`config.mk`:
```
export PLATFORM = sky130hd
export DESIGN_NAME = factor_judge
export DESIGN_NICKNAME = d
export VERILOG_FILES = /design/src/rtl/factor_judge.sv
export SDC_FILE = /design/constraint.sdc
export NUM_CORES = 1
export LEC_CHECK = 0
export CAP_MARGIN = 30
export CORE_MARGIN = 1
export CORE_UTILIZATION = 34
export CTS_CLUSTER_SIZE = 40
export DETAILED_ROUTE_END_ITERATION = 10
export SLEW_MARGIN = 20
export SYNTH_ARGS = -nofsm -noshare
export SYNTH_HDL_FRONTEND = slang
export SYNTH_SLANG_ARGS = --single-unit
```
`constraint.sdc`:
```
create_clock -name CLK -period 2.82 [get_ports CLK]
set_input_delay 0.564 -clock CLK [delete_from_list [all_inputs] [get_ports CLK]]
set_output_delay 0.564 -clock CLK [all_outputs]
set_load 0.05 [all_outputs]
```
`src/rtl/factor_judge.sv`:
```
// Judge/HP stage: divides the running remainder by the selected prime with a
// 16-cycle restoring divider, runs the per-question timer and tracks hit points.
module factor_judge #(
  parameter int CLK_HZ     = 50_000_000,
  parameter int TIME_LIMIT = 10,
  parameter int HP_INIT    = 3
) (
  input  logic        CLK,
  input  logic        RST,
  input  logic [3:0]  STATE,
  input  logic [2:0]  SEL,
  input  logic        DEC,
  input  logic [15:0] Q_VAL,
  output logic [1:0]  JUDG_OUT,
  output logic [1:0]  WRONG_OUT,
  output logic [1:0]  HP_OUT,
  output logic [15:0] REMAIN,
  output logic        BUSY,
  output logic [3:0]  TIME_LEFT,
  output logic [1:0]  PLAYER_HP,
  output logic [1:0]  ENEMY_HP
);

  localparam logic [3:0] ST_READY    = 4'd2;
  localparam logic [3:0] ST_QUESTION = 4'd3;
  localparam logic [3:0] ST_INPUT    = 4'd4;
  localparam logic [3:0] ST_WRONG    = 4'd7;
  localparam logic [3:0] ST_GOOD     = 4'd8;
  localparam logic [3:0] ST_OUCH     = 4'd9;
  localparam logic [3:0] ST_WIN      = 4'd10;
  localparam logic [3:0] ST_LOSE     = 4'd11;

  localparam int             PW       = (CLK_HZ > 1) ? $clog2(CLK_HZ) : 1;
  localparam logic [PW-1:0]  PRE_LAST = PW'(CLK_HZ - 1);
  localparam logic [3:0]     T_INIT   = 4'(TIME_LIMIT);
  localparam logic [1:0]     HP_FULL  = 2'(HP_INIT);

  typedef enum logic [1:0] {DIV_IDLE, DIV_RUN, DIV_COMMIT} div_state_t;

  div_state_t    div_state, div_next;
  logic [3:0]    state_d;
  logic          dec_d;
  logic          load_one;
  logic [PW-1:0] prescaler;
  logic [4:0]    divisor;
  logic [4:0]    prime_sel;
  logic [4:0]    acc;
  logic [15:0]   dvd;
  logic [3:0]    div_cnt;
  logic [5:0]    trial;
  logic          trial_ge;

  logic load, in_play, start, commit_en, count_en, tick, solved_now, timeout_now;

  assign load      = (state_d == ST_QUESTION) && (STATE == ST_INPUT);
  assign in_play   = (STATE == ST_INPUT) || (STATE == ST_WRONG);
  assign start     = (div_state == DIV_IDLE) && DEC && !dec_d && (STATE == ST_INPUT)
                     && (JUDG_OUT == 2'b00) && (WRONG_OUT == 2'b00) && !load;
  assign commit_en = (div_state == DIV_COMMIT) && in_play && !load;
  assign count_en  = (STATE == ST_INPUT) && (JUDG_OUT == 2'b00) && !load;
  assign tick      = count_en && (prescaler == PRE_LAST);

  // A question of 1 is already solved; it is reported the cycle after load.
  assign solved_now  = (commit_en && (acc == 5'd0) && (dvd == 16'd1)) || load_one;
  assign timeout_now = tick && (TIME_LEFT <= 4'd1);

  assign trial    = {acc, dvd[15]};
  assign trial_ge = trial >= {1'b0, divisor};
  assign BUSY     = (div_state == DIV_RUN);

  always_comb begin
    prime_sel = 5'd2;
    case (SEL)
      3'd0: prime_sel = 5'd2;
      3'd1: prime_sel = 5'd3;
      3'd2: prime_sel = 5'd5;
      3'd3: prime_sel = 5'd7;
      3'd4: prime_sel = 5'd11;
      3'd5: prime_sel = 5'd13;
      3'd6: prime_sel = 5'd17;
      3'd7: prime_sel = 5'd19;
      default: prime_sel = 5'd2;
    endcase
  end

  always_ff @(posedge CLK or posedge RST) begin
    if (RST) div_state <= DIV_IDLE;
    else     div_state <= div_next;
  end

  // Leaving INPUT/WRONG or a fresh load drops any division without committing.
  always_comb begin
    div_next = div_state;
    case (div_state)
      DIV_IDLE:   if (start) div_next = DIV_RUN;
      DIV_RUN:    if (div_cnt == 4'd15) div_next = DIV_COMMIT;
      DIV_COMMIT: div_next = DIV_IDLE;
      default:    div_next = DIV_IDLE;
    endcase
    if (load || !in_play) div_next = DIV_IDLE;
  end

  // Restoring divider: quotient bits shift into dvd as the dividend shifts out.
  always_ff @(posedge CLK or posedge RST) begin
    if (RST) begin
      acc     <= 5'd0;
      dvd     <= 16'd0;
      div_cnt <= 4'd0;
      divisor <= 5'd2;
    end else if (start) begin
      acc     <= 5'd0;
      dvd     <= REMAIN;
      div_cnt <= 4'd0;
      divisor <= prime_sel;
    end else if (div_state == DIV_RUN) begin
      acc     <= trial_ge ? 5'(trial - {1'b0, divisor}) : trial[4:0];
      dvd     <= {dvd[14:0], trial_ge};
      div_cnt <= div_cnt + 4'd1;
    end
  end

  always_ff @(posedge CLK or posedge RST) begin
    if (RST) begin
      state_d   <= ST_READY;
      dec_d     <= 1'b0;
      load_one  <= 1'b0;
      REMAIN    <= 16'd0;
      WRONG_OUT <= 2'b00;
      JUDG_OUT  <= 2'b00;
    end else begin
      state_d  <= STATE;
      dec_d    <= DEC;
      load_one <= load && (Q_VAL == 16'd1);

      if (load)                              REMAIN <= Q_VAL;
      else if (commit_en && (acc == 5'd0))   REMAIN <= dvd;

      if (load || (STATE == ST_WRONG))       WRONG_OUT <= 2'b00;
      else if (commit_en && (acc != 5'd0))   WRONG_OUT <= 2'b11;

      if (load || (STATE == ST_READY))       JUDG_OUT <= 2'b00;
      else if (JUDG_OUT == 2'b00)            JUDG_OUT <= {timeout_now, solved_now};
    end
  end

  always_ff @(posedge CLK or posedge RST) begin
    if (RST) begin
      prescaler <= '0;
      TIME_LEFT <= T_INIT;
    end else if (load) begin
      prescaler <= '0;
      TIME_LEFT <= T_INIT;
    end else if (count_en) begin
      prescaler <= tick ? '0 : prescaler + 1'b1;
      if (tick && (TIME_LEFT != 4'd0)) TIME_LEFT <= TIME_LEFT - 4'd1;
    end
  end

  always_ff @(posedge CLK or posedge RST) begin
    if (RST) begin
      PLAYER_HP <= HP_FULL;
      ENEMY_HP  <= HP_FULL;
    end else if (((state_d == ST_WIN) || (state_d == ST_LOSE)) && (STATE == ST_READY)) begin
      PLAYER_HP <= HP_FULL;
      ENEMY_HP  <= HP_FULL;
    end else begin
      if ((STATE == ST_GOOD) && (state_d != ST_GOOD) && (ENEMY_HP != 2'd0))
        ENEMY_HP <= ENEMY_HP - 2'd1;
      if ((STATE == ST_OUCH) && (state_d != ST_OUCH) && (PLAYER_HP != 2'd0))
        PLAYER_HP <= PLAYER_HP - 2'd1;
    end
  end

  assign HP_OUT = (ENEMY_HP == 2'd0)  ? 2'b01 :
                  (PLAYER_HP == 2'd0) ? 2'b10 : 2'b00;

endmodule

```
# After elaboration in Yosys (flattened, before gate mapping)
# Memory sizes are Yosys's and may differ from the RTL's. A register that Yosys moved wholly into a read port is not among the register bits.
# Cells that the tools add are included.
[word_totals] ff_bits=87 rom_bits=40 in_bits=26 output_inout_bits=31 word_cells=122 n_memories=1
[op_classes] add_sub_neg=6 order_cmp=2 eq_ne=18 n_mux=29 reduce_logical=52
[mem_list] memory="(name not given)" words=8 width=5 rd=1 rd_clocked_by_memory_dff=1 write_ports=0 line_no="73" source="case (SEL)"
[op_table] operator="$mux 26" n=3
[op_table] operator="$mux 16" n=4
[op_table] operator="$eq 16x1->1 const B" n=2
[op_table] operator="$add 26x1->26 const B" n=1
[op_table] operator="$eq 26x26->1 const B" n=1
[op_table] operator="$mux 2" n=13
[op_table] operator="$logic_and 1x1->1" n=23
[op_table] operator="$eq 4x4->1 const B" n=5
[op_table] operator="$mux 4" n=5
[op_table] operator="$reduce_bool 2->1" n=10
[op_table] operator="$mux 5" n=3
[op_table] operator="$logic_not 2->1" n=5
[op_table] operator="$eq 4x2->1 const B" n=2
[op_table] operator="$eq 4x3->1 const B" n=2
[op_table] operator="$ne 4x4->1 const B" n=2
[op_table] operator="$ge 6x5->1" n=1
[op_table] operator="$logic_or 1x1->1" n=6
[op_table] operator="$logic_not 5->1" n=1
[op_table] operator="$reduce_bool 5->1" n=1
[op_table] operator="$sub 5x5->5" n=1
[op_table] operator="$add 4x1->4 const B" n=1
[op_table] operator="$le 4x1->1 const B" n=1
[op_table] operator="$pmux 2 s2" n=1
[op_table] operator="$reduce_and 2->1" n=2
[op_table] operator="8 further kinds" n=11

# Depth between registers and ports, before layout
# Gate-level depths: netlist of run 1.
[logic_depth] word_depth=10 ltp_mapped=8 depth_no_buf=8

# Worst setup path before layout of run 1
# No wires, ideal clock.
[synth_path] kind="register -> output" from="register ENEMY_HP[0]" to="output port HP_OUT[1]" arrival_ps=1941 required_time_ps=2256 path_slack_ps=315 stages_incl_launch_ff=4 path_buffers=0 path_cell_list="dfstp_2 inv_1 ha_1 nor2b_1"
[synth_via] elab_chain_cells=2
[synth_rtl] item="from (decl)" line_no="21" source="output logic [1:0] ENEMY_HP"
[synth_rtl] item="from (signal assigned)" line_no="168" source="ENEMY_HP <= ENEMY_HP - 2'd1;"
[synth_rtl] item="$logic_not 2->1" line_no="174" source="assign HP_OUT = (ENEMY_HP == 2'd0) ? 2'b01 :"
[synth_rtl] item="$mux 2" line_no="174"
[synth_rtl] item="to (decl)" line_no="16" source="output logic [1:0] HP_OUT,"
# Every way passes these cells.

# Worst setup path in the final report of run 1
# Ends and elaborated chain as after synthesis.

==> results of run 1 <==
-- worst max-delay path, cell delays in order, from the launching register on --
cell,delay [ns]
dfstp_2,0.55
inv_1,0.04
ha_1,0.22
nor2b_1,0.12
clkdlybuf4s50_1,0.82
-- report_power, final --
group | total (mW) | internal (mW) | switching [mW]
clock | 1.24 | 0.697 | 0.541
combinational | 0.875 | 0.357 | 0.518
sequential | 1.58 | 1.46 | 0.123
total | 3.69 | 2.51 | 1.18
-- registers in the layout, summed over array words and instances (netlist names), 2 cells and up --
| register | cells |
|---|---|
| ENEMY_HP | 2 |
| JUDG_OUT | 2 |
| PLAYER_HP | 2 |
| REMAIN | 16 |
| TIME_LEFT | 4 |
| acc | 5 |
| div_cnt | 4 |
| div_state | 2 |
| divisor | 5 |
| dvd | 16 |
| prescaler | 26 |
| state_d | 4 |
-- layer usage --
layer	up-vias	global-route usage, %
met5	-	0
met4	0	4.40
met3	10	4.45
met2	115	27.2
met1	2048	25.8
li1	2033	-
-- kinds of logic (layout without fill, tap and decap cells) --
logic type	count (synthesis)	in the layout	share of synthesized area, %
XOR/XNOR	16	16	2.88
AO/OA/AOI/OAI	111	111	15.2
multiplexers	9	9	1.85
adder cells (fa/ha/maj)	16	16	4.26
AND/OR/NAND/NOR	220	220	23.9
buffers and inverters	61	122	5.01
flip-flops	91	91	46.9
-- cells in the mapped netlist (all sizes together) (5+ instances only) --
cell type  number  area [um^2]
buf             6         37.5
nor2           39          146
clkbuf         19         71.3
nor4b           5         65.1
and3            6         37.5
nand3          23          115
nand2b          6         37.5
nand4          13         93.8
or4             5         41.3
dfrtp          83         2080
a222oi         15          150
ha             15          188
o211ai          5         37.5
a31oi          26          163
xor2            8         70.1
xnor2           8         70.1
nand2          71          267
a21oi          18         90.1
dfstp           8          210
mux2i           9         90.1
inv            36          135
o21ai          29          145
nor3           14         70.1
nor4           13         81.3
-- cell type report --
class | count | area, um^2 | share of cell area (%)
Clock buffer | 10 | 229 | 3.80
Clock inverter | 6 | 72.6 | 1.20
Inverter | 36 | 139 | 2.30
Multi-Input combinational cell | 372 | 2350 | 39.0
Sequential cell | 91 | 2290 | 37.9
Tap cell | 180 | 225 | 3.73
Timing Repair Buffer | 70 | 726 | 12.0
-- through the flow --
stage	utilization, %	hold slack [ns]
6_report	43.3	0.469
5_1_grt	43.3	0.511
4_1_cts	43.3	0.471
3_5_place_dp	41.1	0.461
3_3_place_gp	41.1	0.460
2_1_floorplan	-	0.443
-- path summary, 6_finish.rpt --
path,start,end,slack (ns)
max in group asynchronous,RST,TIME_LEFT[3],1.47
worst max-delay path,ENEMY_HP[0],HP_OUT[1],0.17
worst max register to register,divisor[1],acc[3],0.52
min in group asynchronous,RST,divisor[0],0.69
worst min-delay path,prescaler[25],prescaler[25],0.47
worst min register to register,prescaler[25],prescaler[25],0.47
==> metrics.txt, run 1 <==
dpl hpwl=8710 um; Crit. End Element=primary output; worst skew pair latency=0.35 ns; Area Overhead vs Synth=23.8%; commonest non-fill, non-tap cell in the layout=dfrtp_1; Tmin final=2.65 ns; CTS tree=yes; initial core utilization=35.0%; # rows=43; Top Metal Used=met4; Tcrit/Tclk final=a little over nine tenths; Post-CTS Resized=0; Post-synth EDFFs=0; Final Hold Violating Endpoints=0; Critical Path RT=2.26 ns; most frequent cells in the layout=dfrtp_1 (83), nand2_1 (71), clkdlybuf4s50_1 (55), nor2_1 (38), inv_1 (35); DR vias/cell=between 5 and 6; pwr/cell area=612 mW/mm^2; Avg Synthesized Cell Area=9.30 um^2; RSZ-0062 raised after global routing=false; Synth Instances=between 500 and 600; placed cells=749; Post-Place Worst Slack=-0.0160 ns; Placer Congestion=0.832; Net Count, Synth=around 570; remaining antenna violation count after routing=0; largest net degree at the start of global routing=34; Worst R2R Path Depth=7; Die X=~120 um; WL met3=a little under 600 um; fmax=0.377 GHz; Post-Place Cell Area=approximately 0.0057 mm^2; WP data arrival=2.09 ns; type of the worst min-delay path=reg -> reg; share of post-route cells with drive strength above 1=9.23%; remaining global-route overflow=0; Post-Syn Area=roughly 0.005 mm^2; first-pass GRT wire length=20,800 um; Seq/Total Area, Yosys=between 40% and 50%; Netlist cell types=a little under 60; Nets=622; Synth Register Bits=91; worst vdd rail ir drop=~0.00031 V; min setup slack post-route=between 0.15 and 0.2 ns; Sink Count=around 90; Async SR Flop Fraction=100%; Die Footprint=0.0148 mm^2; worst-case clock buffer depth=2; status=complete, no violations; MaxCap Viol Count=0; total track usage=18.0%; Least-Margin Pin Slew=~0.76 ns; Port Buffers=56; Setup Buffers After CTS=0; TNS Setup=0 ns; hold buffers post-CTS=0; Clock Skews=roughly 0.014 ns; vias in the first global route=between 4,000 and 5,000; final wirelength=12,500 um; Critical Path Start Type=flip-flop; Final Max Slew Viols=0; Final Total Pwr=3.69 mW; met2 wire len=5650 um; Die Ht=122 um; 1st-pass router iterations=5; Ports=57; relative slew slack=48.6%; wire length on met1=slightly above 6000 um; setup violators final=0; Finished Layout Cells=about 770; CTS buffer count=9; drt wl/cell=16.4 um; Syn. warnings=0; CP max FO=3; DRT iter0 DRCs=313; vias post-DR=4,206; H-tree levels=3; Post-synth top flop=dfrtp_1; Root Driver=clkbuf_16; Crit Path Class=reg -> out; Ant. Diodes=0; leakage=2.56 nW; initial antenna violation count=0; # DRC=0; core area=0.0139 mm^2; hold path cells=1; post-route cell area=0.00603 mm^2; Worst-path clk slew=approximately 0.07 ns; Fillers=approximately 1,300
No activity file was read; power rests on OpenSTA's default activity.
==> run 2: changes to the inputs <==
CAP_MARGIN = unset   (was 30)
GPL_ROUTABILITY_DRIVEN = 0   (was unset)
==> results of run 2 <==
The final DEF is identical to that of run 1; final timing and power are the same.
==> run 3: changes to the inputs <==
ABC_AREA = 1   (was unset)
==> run 3 against run 2 <==
Against the previous run: non-clock buffer count shrank 6; power up 33%; routed wire length is 1.8% higher; critical path type unchanged; die area is 8.9% higher; critical path depth stayed put; utilization down 1.3 points.
==> metrics.txt, run 3 <==
status=complete, no violations (unchanged); most common cell in the netlist=nand2_1 (was dfrtp_1); Tcrit/Tclk final=93.9% (was 94.1%); remaining antenna violation count after routing=0 (unchanged); # DRC=0 (unchanged); register with the highest flop count=prescaler (unchanged); share of post-route cells with drive strength above 1=9.01% (was 9.23%); Yosys top cell by area=dfrtp_1 (unchanged); final core utilization=42.0% (was 43.3%); Seq/Total Area, Yosys=43.1% (was 46.9%); fmax=0.378 GHz (was 0.377 GHz); Clock Skews=0.0158 ns (was 0.0143 ns); core area=0.0152 mm^2 (was 0.0139 mm^2); Post-synth EDFFs=0 (unchanged); worst vdd rail ir drop=0.000367 V (was 0.000315 V); relative slew slack=63.6% (was 48.6%); Top Registers=prescaler (26), REMAIN (16), dvd (16) (unchanged); hold buffers post-CTS=0 (unchanged); Nets=803 (was 622); setup violators final=0 (unchanged); Slowest-stage cell, CP=clkdlybuf4s50_1 (unchanged); initial antenna violation count=1 (was 0); Final Total Pwr=4.89 mW (was 3.69 mW); Synth Register Bits=91 (unchanged); final wirelength=12,800 um (was 12,500 um); CTS buffer count=9 (unchanged); Critical Path RT=2.26 ns (about the same); Post-Syn Area=0.00531 mm^2 (was 0.00487 mm^2); Worst-path clk slew=0.08 ns (was 0.07 ns); leakage=2.98 nW (was 2.56 nW); remaining global-route overflow=0 (unchanged); Sink Count=91 (unchanged); worst-case clock buffer depth=2 (unchanged); Post-synth top flop=dfrtp_1 (unchanged); vias in the first global route=4,419 (was 4,108); DRT iter0 DRCs=282 (was 313); Worst R2R Path Depth=9 (was 7); TNS Setup=0 ns (unchanged); CP max FO=4 (was 3); Crit. End Element=primary output (unchanged); Final Hold Violating Endpoints=0 (unchanged); worst skew pair latency=0.36 ns (was 0.35 ns); 1st-pass router iterations=6 (was 5); Syn. warnings=0 (unchanged); largest net degree at the start of global routing=40 (was 34); first-pass GRT wire length=22,500 um (was 20,800 um); max incr delay on CP=0.80 ns (was 0.82 ns); final hold slack=0.512 ns (was 0.469 ns); commonest non-fill, non-tap cell in the layout=nand2_1 (was dfrtp_1); CTS tree=yes (unchanged); ranking of synthesized cells by area=dfrtp_1 (39%), nand2_1 (11%), nor2_1 (6.8%) (was dfrtp_1 (43%), nand2_1 (5.5%), dfstp_2 (4.3%)); Finished Layout Cells=954 (was 765); Async SR Flop Fraction=100% (unchanged); Tmin final=2.65 ns (about the same); CP Cell Sequence=inv_1 -> ha_1 -> nor2_1 -> clkdlybuf4s50_1 (was inv_1 -> ha_1 -> nor2b_1 -> clkdlybuf4s50_1); Final Max Slew Viols=0 (unchanged); WP data arrival=2.08 ns (was 2.09 ns); Area Overhead vs Synth=20.1% (was 23.8%); placed cells=938 (was 749); Synth Instances=705 (was 524); Root Driver=clkbuf_16 (unchanged); hold path cells=2 (was 1); Netlist cell types=39 (was 59); max FFs per register=26 (unchanged); initial core utilization=34.9% (was 35.0%); Die Footprint=0.0161 mm^2 (was 0.0148 mm^2); pwr/cell area=767 mW/mm^2 (was 612 mW/mm^2); most frequent cells in the layout=nand2_1 (155), nor2_1 (96), inv_1 (84), dfrtp_1 (83), clkdlybuf4s50_1 (55) (was dfrtp_1 (83), nand2_1 (71), clkdlybuf4s50_1 (55), nor2_1 (38), inv_1 (35)); RSZ-0062 raised after global routing=false (unchanged); # rows=45 (was 43); Avg Synthesized Cell Area=7.54 um^2 (was 9.30 um^2); Critical Path Start Type=flip-flop (unchanged); Least-Margin Pin Slew=0.544 ns (was 0.764 ns); DR vias/cell=4.87 (was 5.50); share of the synthesized area in the top cell type=39.1% (was 42.6%); Setup Buffers After CTS=0 (unchanged); Net Count, Synth=747 (was 566); Post-CTS Resized=0 (unchanged); Crit Path Class=reg -> out (unchanged); Port Buffers=56 (unchanged); vias post-DR=4,648 (was 4,206); drt wl/cell=13.4 um (was 16.4 um); total track usage=17.6% (was 18.0%); H-tree levels=3 (unchanged); MaxCap Viol Count=0 (unchanged); Commonest cells post-synth=nand2_1 (155), nor2_1 (96), inv_1 (85) (was dfrtp_1 (83), nand2_1 (71), nor2_1 (39)); Die Ht=127 um (was 122 um); Ports=57 (unchanged); Ant. Diodes=0 (unchanged); dpl hpwl=9390 um (was 8710 um); Die X=127 um (was 122 um); type of the worst min-delay path=reg -> reg (unchanged)
run 3: cell count changes after synthesis, sizes merged, moves of 15 or more:
cell	previous run	this run
o21ai	29	62
nor2	39	103
nand3	23	54
a31oi	26	0
a222oi	15	0
clkbuf	19	3
a21oi	18	33
inv	36	98
nand2	71	161
run 3: logic make-up after synthesis:
kind of cell | synth area share [%]
compound gates | 12.0
xor+xnor | 1.98
fa+ha+maj | 3.91
buf+inv | 9.47
flops | 43.1
simple gates | 29.6
run 3: per-layer routing:
layer	vias to the layer above	GRT usage [%]	part of all wire [%]
met2	101	25.8	42
li1	2397	-	-
met5	-	0	0.10
met4	2	4.13	0.97
met1	2138	26.1	52
met3	10	4.36	4.9
run 3: final cells by class:
class	count	area [um^2]
fill	1546	8820
multi-input combinational	497	2520
sequential	91	2290
timing repair buffer	64	643
inverter	98	377
tap	188	235
clock buffer	9	225
clock inverter	7	88.8
run 3: through the flow:
stage | area [um^2] | setup WS [ns]
global placement | 6060 | 0.325
detailed placement | 6060 | 0.287
floorplan | 5320 | 0.357
CTS | 6380 | 0.144
global route | 6380 | 0.0887
finish | 6380 | 0.172
run 3: power by group:
| part | internal, mW | total [mW] | switching (mW) |
|---|---|---|---|
| registers | 1.63 | 1.90 | 0.263 |
| clock network | 0.640 | 1.25 | 0.609 |
| logic | 0.647 | 1.75 | 1.10 |
run 3: path summary, 6_finish.rpt:
kind                               startpoint  slack, ns            end
worst max-delay path              ENEMY_HP[0]       0.17      HP_OUT[1]
worst min-delay path            prescaler[25]       0.51  prescaler[25]
worst max register to register        dvd[15]       0.77         acc[3]
worst min register to register  prescaler[25]       0.51  prescaler[25]
max in group asynchronous                 RST       1.61   prescaler[0]
min in group asynchronous                 RST       0.56  prescaler[15]
run 3: worst max-delay path, delay by kind of cell, from the launching register on:
family / cells / cell delay (ns)
adders and majority gates: 1 / 0.23
DFF: 1 / 0.55
and+or+nand+nor: 1 / 0.11
buffers and inverters: 2 / 0.84
